===== src/rtl/pipe_stage_reg.sv =====
// pipe_stage_reg: generic valid/ready pipeline stage register with a one-entry
// skid buffer and a synchronous flush that turns the stage into a bubble.
// Carries PC, data payload and control bundle. An all-zero control bundle is a
// bubble, so the control output is zero whenever no entry is presented.
// Optional feature: define PIPE_STAGE_PERF_EN to add the stall_cnt and
// bubble_cnt performance counters.
module pipe_stage_reg #(
    parameter int              PC_W     = 32,
    parameter int              DATA_W   = 96,
    parameter int              CTRL_W   = 12,
    parameter logic [PC_W-1:0] PC_RESET = PC_W'(32'h0040_0000)
) (
    input  logic              clk,
    input  logic              reset,
    input  logic              flush,
    input  logic              in_valid,
    output logic              in_ready,
    input  logic [PC_W-1:0]   in_pc,
    input  logic [DATA_W-1:0] in_data,
    input  logic [CTRL_W-1:0] in_ctrl,
    output logic              out_valid,
    input  logic              out_ready,
    output logic [PC_W-1:0]   out_pc,
    output logic [DATA_W-1:0] out_data,
    output logic [CTRL_W-1:0] out_ctrl,
    output logic [1:0]        occupancy
`ifdef PIPE_STAGE_PERF_EN
    ,
    output logic [31:0]       stall_cnt,
    output logic [31:0]       bubble_cnt
`endif
);

    // Main register drives the outputs; the skid register catches the one
    // entry that can arrive while main is stalled.
    logic              main_valid_reg, main_valid_next;
    logic [PC_W-1:0]   main_pc_reg,    main_pc_next;
    logic [DATA_W-1:0] main_data_reg,  main_data_next;
    logic [CTRL_W-1:0] main_ctrl_reg,  main_ctrl_next;
    logic              skid_valid_reg, skid_valid_next;
    logic [PC_W-1:0]   skid_pc_reg,    skid_pc_next;
    logic [DATA_W-1:0] skid_data_reg,  skid_data_next;
    logic [CTRL_W-1:0] skid_ctrl_reg,  skid_ctrl_next;

    logic accept;
    logic release_fire;

    // Ready depends only on the skid valid bit, so there is no combinational
    // path from out_ready back to in_ready.
    assign in_ready     = !skid_valid_reg;
    assign accept       = in_valid && in_ready;
    assign release_fire = main_valid_reg && out_ready;

    assign out_valid = main_valid_reg;
    assign out_pc    = main_pc_reg;
    assign out_data  = main_data_reg;
    assign out_ctrl  = main_valid_reg ? main_ctrl_reg : '0;
    assign occupancy = {1'b0, main_valid_reg} + {1'b0, skid_valid_reg};

    // Next-state selection: flush first, then skid drain, then main/skid load.
    always_comb begin
        main_valid_next = main_valid_reg;
        main_pc_next    = main_pc_reg;
        main_data_next  = main_data_reg;
        main_ctrl_next  = main_ctrl_reg;
        skid_valid_next = skid_valid_reg;
        skid_pc_next    = skid_pc_reg;
        skid_data_next  = skid_data_reg;
        skid_ctrl_next  = skid_ctrl_reg;

        if (flush) begin
            // Drop everything held and whatever is offered this cycle.
            main_valid_next = 1'b0;
            main_pc_next    = PC_RESET;
            main_ctrl_next  = '0;
            skid_valid_next = 1'b0;
            skid_ctrl_next  = '0;
        end else if (skid_valid_reg) begin
            // in_ready is low here, so only a drain of skid into main can occur.
            if (release_fire) begin
                main_valid_next = 1'b1;
                main_pc_next    = skid_pc_reg;
                main_data_next  = skid_data_reg;
                main_ctrl_next  = skid_ctrl_reg;
                skid_valid_next = 1'b0;
                skid_ctrl_next  = '0;
            end
        end else if (!main_valid_reg || release_fire) begin
            if (accept) begin
                main_valid_next = 1'b1;
                main_pc_next    = in_pc;
                main_data_next  = in_data;
                main_ctrl_next  = in_ctrl;
            end else if (release_fire) begin
                // Becomes a bubble; PC and data keep their last values.
                main_valid_next = 1'b0;
                main_ctrl_next  = '0;
            end
        end else if (accept) begin
            // Main is stalled: park the new entry behind it.
            skid_valid_next = 1'b1;
            skid_pc_next    = in_pc;
            skid_data_next  = in_data;
            skid_ctrl_next  = in_ctrl;
        end
    end

    // State registers with asynchronous reset.
    always_ff @(posedge clk or posedge reset) begin
        if (reset) begin
            main_valid_reg <= 1'b0;
            main_pc_reg    <= PC_RESET;
            main_data_reg  <= '0;
            main_ctrl_reg  <= '0;
            skid_valid_reg <= 1'b0;
            skid_pc_reg    <= '0;
            skid_data_reg  <= '0;
            skid_ctrl_reg  <= '0;
        end else begin
            main_valid_reg <= main_valid_next;
            main_pc_reg    <= main_pc_next;
            main_data_reg  <= main_data_next;
            main_ctrl_reg  <= main_ctrl_next;
            skid_valid_reg <= skid_valid_next;
            skid_pc_reg    <= skid_pc_next;
            skid_data_reg  <= skid_data_next;
            skid_ctrl_reg  <= skid_ctrl_next;
        end
    end

`ifdef PIPE_STAGE_PERF_EN
    logic [31:0] stall_cnt_reg;
    logic [31:0] bubble_cnt_reg;

    assign stall_cnt  = stall_cnt_reg;
    assign bubble_cnt = bubble_cnt_reg;

    // Stall and bubble cycle counters; cleared by reset only, wrap naturally.
    always_ff @(posedge clk or posedge reset) begin
        if (reset) begin
            stall_cnt_reg  <= '0;
            bubble_cnt_reg <= '0;
        end else begin
            if (main_valid_reg && !out_ready) begin
                stall_cnt_reg <= stall_cnt_reg + 32'd1;
            end
            if (!main_valid_reg) begin
                bubble_cnt_reg <= bubble_cnt_reg + 32'd1;
            end
        end
    end
`endif

endmodule


===== config.mk =====
export PLATFORM = sky130hd
export DESIGN_NAME = pipe_stage_reg
export DESIGN_NICKNAME = d
export VERILOG_FILES = /design/src/rtl/pipe_stage_reg.sv
export SDC_FILE = /design/constraint.sdc
export NUM_CORES = 1
export LEC_CHECK = 0
export BUFFER_PORTS_ARGS = -buffer_cell sky130_fd_sc_hd__clkbuf_2
export CAP_MARGIN = 0
export CORE_MARGIN = 5
export CORE_UTILIZATION = 57
export CTS_CLUSTER_DIAMETER = 30
export CTS_CLUSTER_SIZE = 10
export DETAILED_ROUTE_END_ITERATION = 12
export GPL_TIMING_DRIVEN = 0
export HOLD_SLACK_MARGIN = 0.1
export PLACE_DENSITY = 0.84
export SKIP_CTS_REPAIR_TIMING = 1
export SYNTH_ARGS = -nofsm -noshare
export SYNTH_HDL_FRONTEND = slang
export SYNTH_SLANG_ARGS = --single-unit

===== constraint.sdc =====
create_clock -name clk -period 20.5 [get_ports clk]
set_input_delay 6.15 -clock clk [delete_from_list [all_inputs] [get_ports clk]]
set_output_delay 6.15 -clock clk [all_outputs]
set_load 0.01 [all_outputs]

Word-level counts from Yosys, hierarchy flattened
Index checks and enable logic that the tools add are counted.
W data, S select, Z words.
{"block": "word_totals", "register_bits": 282, "latchBits": 0, "ram_bits": 0, "rom_bits": 0, "input_bits": 145, "output_inout_bits": 144, "word_cells": 61, "memories": 0}
{"block": "classes", "n_addsub": 1, "mul": 0, "div_mod_pow": 0, "n_lt_le_gt_ge": 0, "eq_ne": 3, "shifts": 0, "muxes": 31, "n_bitwise": 3, "n_reduce_logical": 15}
{"operator": "$mux W96", "n": 4}
{"operator": "$mux W32", "n": 5}
{"operator": "$mux W12", "n": 11}
{"operator": "$mux W1", "n": 11}
{"operator": "$reduce_and A3 Y1", "n": 3}
{"operator": "$reduce_bool A3 Y1", "n": 3}
{"operator": "$reduce_and A4 Y1", "n": 2}
{"operator": "$reduce_bool A2 Y1", "n": 2}
{"operator": "$ne A3 B2 Y1 const B", "n": 1}
{"operator": "$ne A3 B3 Y1 const B", "n": 1}
{"operator": "$not A1 Y1", "n": 3}
{"operator": "$add A1 B1 Y2", "n": 1}
{"operator": "$logic_and A1 B1 Y1", "n": 2}
{"operator": "$logic_not A1 Y1", "n": 2}
{"operator": "$ne A2 B1 Y1 const B", "n": 1}
{"operator": "$logic_or A1 B1 Y1", "n": 1}

Depth between registers and ports, before layout
Gate-level depths: netlist of the first run.
{"block": "logic_depth", "ltp_word": 6, "depth_mapped": 6}

Worst setup path before layout of the first run
OpenSTA, ideal clock, no wires.
{"block": "synth_timing", "kind": "in2reg", "start": "input out_ready", "end": "register skid_data_reg[80]", "arrival_time_ps": 7318, "slack_ps": 13055, "stages": 6, "path_buffers": 3, "path_cell_list": "nand2b_1 > clkbuf_1 > nor3_2 > buf_2 > buf_4 > mux2_1"}
{"block": "synth_between", "elab_chain_len": 4}
{"element": "from (decl)", "line": "22", "text": "input logic out_ready,"}
{"element": "$logic_and A1 B1 Y1", "line": "52", "text": "assign release_fire = main_valid_reg && out_ready;"}
{"element": "$logic_or A1 B1 Y1", "line": "88", "text": "end else if (!main_valid_reg || release_fire) begin"}
{"element": "$not A1 Y1 (no line)"}
{"element": "$reduce_and A4 Y1 (no line)"}
{"element": "to (signal assigned)", "line": "126", "text": "skid_data_reg <= skid_data_next;"}
{"element": "to (decl)", "line": "42", "text": "logic [DATA_W-1:0] skid_data_reg, skid_data_next;"}
No other way between the ends.
A chain may end at the register's enable or synchronous reset.

Final worst setup path of the first run
{"block": "layout_timing", "start": "register main_valid_reg (netlist: out_valid)", "end": "output out_ctrl[8]"}
{"block": "layout_between", "elab_chain_len": 1}
{"element": "from (decl)", "line": "36", "text": "logic main_valid_reg, main_valid_next;"}
{"element": "from (signal assigned)", "line": "120", "text": "main_valid_reg <= main_valid_next;"}
{"element": "$mux W12", "line": "57", "text": "assign out_ctrl = main_valid_reg ? main_ctrl_reg : '0;"}
{"element": "to (decl)", "line": "25", "text": "output logic [CTRL_W-1:0] out_ctrl,"}
No other way between the ends.

==> results of run 1 <==
[cell type report]
type | count | area [sq um]
Tap cell | 275 | 344
Buffer | 60 | 339
Multi-Input combinational cell | 484 | 4900
Fill cell | 1328 | 5200
Inverter | 2 | 15.0
Clock inverter | 35 | 379
Timing Repair Buffer | 290 | 1500
Clock buffer | 63 | 1410
Antenna cell | 1 | 2.50
Sequential cell | 282 | 7060
[metal layers]
| layer | wire length (um) | global-route usage [%] |
|---|---|---|
| met1 | 11800 | 31.0 |
| met2 | 15100 | 41.5 |
| met3 | 2140 | 6.85 |
| met4 | 1170 | 10.5 |
| met5 | 34 | 0 |
[worst paths after layout]
path	start	endpoint	slack, ns	cells after the start
max in group asynchronous	reset	out_pc[22]	13.48	4
hold reg to reg	skid_data_reg[83]	skid_data_reg[83]	0.48	1
hold / removal	skid_data_reg[83]	skid_data_reg[83]	0.48	1
min in group asynchronous	reset	skid_data_reg[38]	5.67	2
setup / recovery	out_valid	out_ctrl[8]	12.46	4
setup reg to reg	skid_valid_reg	out_data[38]	18.23	5
[where the power goes]
part | switching [mW] | leakage (nW) | internal, mW
clock | 0.289 | 0.880 | 0.569
sequential | 0.0655 | 3.48 | 0.682
combinational | 0.137 | 3.17 | 0.159
[cell usage in the layout, fill, tap and decap left out, types with 4 or more instances in the layout]
cell | synthesis | layout
buf_2 | 19 | 19
buf_6 | 5 | 5
clkbuf_8 | 0 | 5
clkinv_2 | 0 | 13
clkinvlp_4 | 0 | 5
clkinv_4 | 0 | 4
bufinv_16 | 0 | 6
clkbuf_2 | 0 | 288
buf_4 | 14 | 14
and2_1 | 13 | 13
clkbuf_16 | 0 | 53
inv_6 | 0 | 7
mux2i_1 | 32 | 32
mux2_2 | 265 | 265
a22o_1 | 24 | 24
dfrtp_1 | 281 | 281
a211oi_1 | 32 | 32
mux2_1 | 68 | 68
a21oi_1 | 34 | 34
clkbuf_1 | 22 | 27
[kinds of logic (layout without fill, tap and decap cells)]
kind of cell             after synthesis  after routing
AND/OR/NAND/NOR                       25             25
adder cells (fa/ha/maj)                1              1
AO/OA/AOI/OAI                         92             92
flip-flops                           282            282
multiplexers                         366            366
buffers and inverters                 62            450
other                                  0              1
==> impl_metrics.csv, run 1 <==
group,metric,value,unit
outcome,status,"complete, no violations",
worst_setup_path,worstPathCellList,"buf_2 -> clkbuf_1 -> and2_1 -> clkbuf_2",
power,powerDensity,119,nW/um^2
detailed_routing,vias,8213,
grt,grt-ovfl-total,0,
cells_and_area,stdcell_area,15900,sq um
logic_synthesis,synth_seq_cells,282,
worst_setup_path,startpoint_type,"flop",
floorplanning,pin_count,289,
logic_synthesis,synth-simple-area-share,1.38,%
worst_setup_path,crit_arrival,1.89,ns
worst_setup_path,cp_slowest_cell,"dfrtp_1",
sta,hold_viol_final,0,
worst_setup_path,crit_required,14.35,ns
logic_synthesis,synth_area_leaders,"dfrtp_1 57%, mux2_2 24%, mux2_1 6.2%, mux2i_1 2.6%, a211oi_1 2.0%",
cells_and_area,drive_gt1_share,56.9,%
floorplanning,die_w,157,um
worst_setup_path,path_class,"flop to output pin",
sta,fin_crit,8.04,ns
min_path,hp-class,"flop to flop",
worst_setup_path,critical_path.max_fanout,10,
flow_run,max-cap-violations,0,
power,leakage,7.53,nW
worst_setup_path,end_kind,"output pin",
sta,drv_slew,0,
logic_synthesis,synth_most_common_cell,"dfrtp_1",
worst_setup_path,path_buf_inv,3,
logic_synthesis,synth_cell_types,27,
logic_synthesis,yosysWarnings,0,
detailed_routing,drc_errors,0,
detailed_routing,drt_iter0_drc,302,
logic_synthesis,synth_top_area_share,57.1,%
floorplanning,core-area,21200,sq um
power,vdd_ir_drop_max,0.0940,mV
place,io_buffers,288,
sta,rsz0062_at_grt,"false",
logic_synthesis,ys_seq_area_share,57.4,%
clocking,cts_tree,"done",
place,dp_slack,12.63,ns
worst_setup_path,path_delay_family,"buffers and inverters",
logic_synthesis,ys.flop_type,"dfrtp_1",
logic_synthesis,synth_edf_count,0,
detailed_routing,wl_per_cell,20.3,um
sta,finalCritPeriodShare,39.2,%
logic_synthesis,syn_inst,828,
detailed_routing,drtAntennaViolNets,0,
grt,grt_max_degree,125,
detailed_routing,firstDrtPassIters,5,
cells_and_area,final_core_util,75.4,%
logic_synthesis,synth_common_cells,"281 x dfrtp_1, 265 x mux2_2, 68 x mux2_1",
sta,holdWs,0.477,ns
grt,grt_pass1_wl,49.0,mm
logic_synthesis,netlist_area,12300,sq um
logic_synthesis,synthArstFlopShare,100,%
clocking,htree_levels,2,
cells_and_area,fin_cells,1492,
clocking,cts_buffers,52,
sta,setup_violations,0,
place,routabilityCongestion,0.802,
grt,track_usage,25.0,%
clocking,clock_latency,0.54,ns
logic_synthesis,yosysTopAreaCell,"dfrtp_1",
logic_synthesis,synth.avg_cell_area,14.9,sq um
place,dpl.cell_count,1393,
floorplanning,die_area,24600,sq um
floorplanning,die_h,157,um
logic_synthesis,synth-compound-area-share,5.16,%
sta,tns,0,ns
place,placed_cell_area,14200,sq um
clocking,cts_buffer_depth,3,
logic_synthesis,synth_fa_ha_area_share,0.102,%
sta,max_freq,124,MHz
cells_and_area,area_growth,29.6,%
detailed_routing,wl,30.3,mm
clocking,clock-sinks,282,
logic_synthesis,synth_top_family_by_area,"multiplexers",
sta,fin_worst_skew,0.0110,ns
worst_setup_path,cp_slowest_stage_delay,0.41,ns
floorplanning,start_util,58.2,%
place,hpwl,20.8,mm
grt,grt_pass1_vias,9214,
logic_synthesis,syn-num-nets,974,
logic_synthesis,synth-xor-area-share,0,%
floorplanning,std_cell_rows,53,
sta,relSlewSlack,57.7,%
grt,antenna_found_initial,2,
cells_and_area,nNetsFinal,1318,
power,power.total,1.90,mW
logic_synthesis,synthMuxAreaShare,33.2,%
sta,fin_ws,12.46,ns
sta,worstMarginPinSlew,0.634,ns
clocking,cts_root_buf,"clkbuf_16",
clocking,path_clk_slew,0.05,ns
detailed_routing,viasPerCell,5.50,
Note: power is estimated with default switching activity, not from simulation.
==> run 2: changes to the inputs <==
--- a/config.mk
+++ b/config.mk
@@ -5,16 +5,17 @@
 export SDC_FILE = /design/constraint.sdc
 export NUM_CORES = 1
 export LEC_CHECK = 0
+export ABC_AREA = 1
 export BUFFER_PORTS_ARGS = -buffer_cell sky130_fd_sc_hd__clkbuf_2
 export CAP_MARGIN = 0
 export CORE_MARGIN = 5
-export CORE_UTILIZATION = 57
+export CORE_UTILIZATION = 49
 export CTS_CLUSTER_DIAMETER = 30
 export CTS_CLUSTER_SIZE = 10
 export DETAILED_ROUTE_END_ITERATION = 12
 export GPL_TIMING_DRIVEN = 0
 export HOLD_SLACK_MARGIN = 0.1
-export PLACE_DENSITY = 0.84
+export PLACE_DENSITY = 0.77
 export SKIP_CTS_REPAIR_TIMING = 1
 export SYNTH_ARGS = -nofsm -noshare
 export SYNTH_HDL_FRONTEND = slang
==> constraint.sdc (replaced) <==
create_clock -name clk -period 6.75 [get_ports clk]
set_input_delay 2.025 -clock clk [delete_from_list [all_inputs] [get_ports clk]]
set_output_delay 2.025 -clock clk [all_outputs]
set_load 0.01 [all_outputs]
==> run 2 against run 1 <==
Non-clock buffer count grew 48. Clock-buffer cell count increased by 10. Combinational power rose to 3.9 times the previous value. Clock power grew to 3.4 times the previous value. Design area is 3.1% higher. Sequential share of layout area is 1.3 points lower. Global-route usage up 0.086 points. Power rose to 3.4 times the previous value. First-iteration DRC count rose to 3.3 times the previous value. Sequential cell count unchanged. Die area up 16%. Critical path type unchanged.
==> impl_metrics.csv, run 2 <==
group,metric,value,unit
clocking,cts_buffer_depth,3,
grt,grt_max_degree,44,
logic_synthesis,synth_seq_cells,282,
logic_synthesis,yosysWarnings,0,
sta,holdWs,0.465,ns
place,placed_cell_area,14400,sq um
detailed_routing,drc_errors,0,
cells_and_area,final_core_util,65.5,%
min_path,hold_depth,2,
clocking,cts_root_buf,"clkbuf_16",
worst_setup_path,ff2ff_setup_slack,4.81,ns
sta,relSlewSlack,63.4,%
cells_and_area,multi_input_area,4520,sq um
logic_synthesis,synth_edf_count,0,
sta,fin_worst_skew,0.0224,ns
logic_synthesis,syn-num-nets,1670,
worst_setup_path,reg2reg_from,"skid_valid_reg",
power,power.total,6.51,mW
flow_run,max-cap-violations,0,
detailed_routing,firstDrtPassIters,5,
logic_synthesis,synth_cell_types,22,
logic_synthesis,synth_most_common_cell,"nand2_1",
grt,grt_pass1_wl,59.0,mm
clocking,cts_tree,"done",
floorplanning,std_cell_rows,58,
sta,setup_violations,0,
cells_and_area,area_growth,32.3,%
floorplanning,die_h,169,um
worst_setup_path,path_class,"flop to output pin",
logic_synthesis,synth_common_cells,"630 x nand2_1, 281 x dfrtp_1, 250 x o21ai_0",
worst_setup_path,cp_slowest_stage_delay,0.46,ns
power,leakage,9.17,nW
worst_setup_path,startpoint_type,"flop",
logic_synthesis,syn_inst,1524,
clocking,path_clk_slew,0.05,ns
sta,fin_crit,4.16,ns
floorplanning,start_util,49.5,%
logic_synthesis,synth.avg_cell_area,8.16,sq um
cells_and_area,nNetsFinal,2024,
logic_synthesis,netlist_area,12400,sq um
worst_setup_path,cp_slowest_cell,"dfrtp_1",
cells_and_area,seq_area,7060,sq um
cells_and_area,stdcell_area,16400,sq um
logic_synthesis,ys_seq_area_share,56.8,%
power,vdd_ir_drop_max,0.244,mV
worst_setup_path,crit_required,4.72,ns
floorplanning,die_area,28700,sq um
cells_and_area,drive_gt1_share,25.5,%
logic_synthesis,synth_area_leaders,"dfrtp_1 57%, nand2_1 19%, o21ai_0 10%, nand3_1 4.1%, inv_1 2.7%",
floorplanning,core-area,25100,sq um
worst_setup_path,critical_path.max_fanout,10,
place,routabilityCongestion,0.869,
power,powerDensity,396,nW/um^2
logic_synthesis,synth_top_area_share,56.6,%
grt,grt_pass1_vias,11700,
place,dpl.cell_count,2148,
cells_and_area,layout_commonest_cell,"nand2_1",
sta,hold_viol_final,0,
sta,tns,0,ns
min_path,hold_start,"skid_data_reg[72]",
worst_setup_path,reg2reg_depth,6,
cells_and_area,n_fill_cell,2049,
clocking,htree_levels,2,
detailed_routing,wl_per_cell,16.1,um
grt,grt-ovfl-total,0,
place,hpwl,25.8,mm
sta,max_freq,240,MHz
detailed_routing,wl,36.4,mm
sta,fin_ws,2.59,ns
place,io_buffers,287,
logic_synthesis,synthArstFlopShare,100,%
detailed_routing,vias,11600,
grt,antenna_found_initial,3,
cells_and_area,final_cell_mix,"630 x nand2_1, 287 x clkbuf_2, 281 x dfrtp_1, 250 x o21ai_0, 102 x nand3_1",
min_path,hp-class,"flop to flop",
min_path,min_to,"skid_data_reg[72]",
detailed_routing,viasPerCell,5.15,
worst_setup_path,worstPathCellList,"inv_2 -> buf_2 -> clkbuf_1 -> clkbuf_2",
detailed_routing,drt_iter0_drc,1009,
floorplanning,die_w,169,um
floorplanning,pin_count,289,
place,dp_slack,3.17,ns
clocking,cts_buffers,58,
outcome,status,"complete, no violations",
worst_setup_path,end_kind,"output pin",
sta,drv_slew,0,
cells_and_area,fin_cells,2258,
logic_synthesis,ys.flop_type,"dfrtp_1",
worst_setup_path,crit_arrival,2.14,ns
detailed_routing,drtAntennaViolNets,0,
logic_synthesis,yosysTopAreaCell,"dfrtp_1",
worst_setup_path,worstSetupStartpoint,"skid_valid_reg",
clocking,clock-sinks,282,
clocking,clock_latency,0.56,ns
sta,finalCritPeriodShare,61.7,%
sta,rsz0062_at_grt,"false",
grt,track_usage,25.1,%
sta,worstMarginPinSlew,0.549,ns
worst_setup_path,r2r_end,"out_data[36]",
[run 2: cell type report]
type | count | share of cell area, %
antenna | 1 | 0.0152
tap | 330 | 2.51
clock buffer | 73 | 9.53
multi-input combinational | 1047 | 27.5
timing repair buffer | 294 | 9.58
buffer | 104 | 3.10
inverter | 91 | 2.10
sequential | 282 | 42.9
clock inverter | 36 | 2.75
[run 2: logic make-up (layout without fill, tap and decap cells)]
kind of cell | count (synthesis) | after routing | synth area share (%)
flops | 282 | 282 | 56.8
buf+inv | 195 | 598 | 6.84
fa+ha+maj | 1 | 1 | 0.101
compound gates | 267 | 267 | 10.8
other cells | 0 | 1 | 0
simple gates | 779 | 779 | 25.5
[run 2: critical path: cells and delay by family (launching register included)]
kind | cells | cell delay, ns
buf+inv | 4 | 1.12
flops | 1 | 0.46
[run 2: where the power goes]
| part | internal [mW] | total, mW | leakage, nW | switching, mW |
|---|---|---|---|---|
| Clock | 1.98 | 2.89 | 0.980 | 0.906 |
| Combinational | 0.445 | 1.14 | 4.62 | 0.693 |
| Sequential | 2.20 | 2.48 | 3.58 | 0.283 |
| Total | 4.63 | 6.51 | 9.17 | 1.88 |
[run 2: worst max path at each step]
stage / slack, ns / end / cells after the start
3_5_place_dp: 3.17 / in_ready / 4
6_report: 2.59 / in_ready / 4
5_1_grt: 2.48 / in_ready / 4
2_1_floorplan: 0.99 / main_ctrl_reg[0] / 1
3_3_place_gp: -0.64 / out_data[79] / 2
4_1_cts: 2.58 / in_ready / 4
[run 2: metal layers]
layer  vias up  part of all wire [%]  global-route usage (%)
li1       5587                     -                       -
met1      5471                    41                    32.5
met2       493                    48                    40.9
met3        84                   8.4                    6.27
met4         4                   3.1                    9.56
met5         -                 0.072                       0
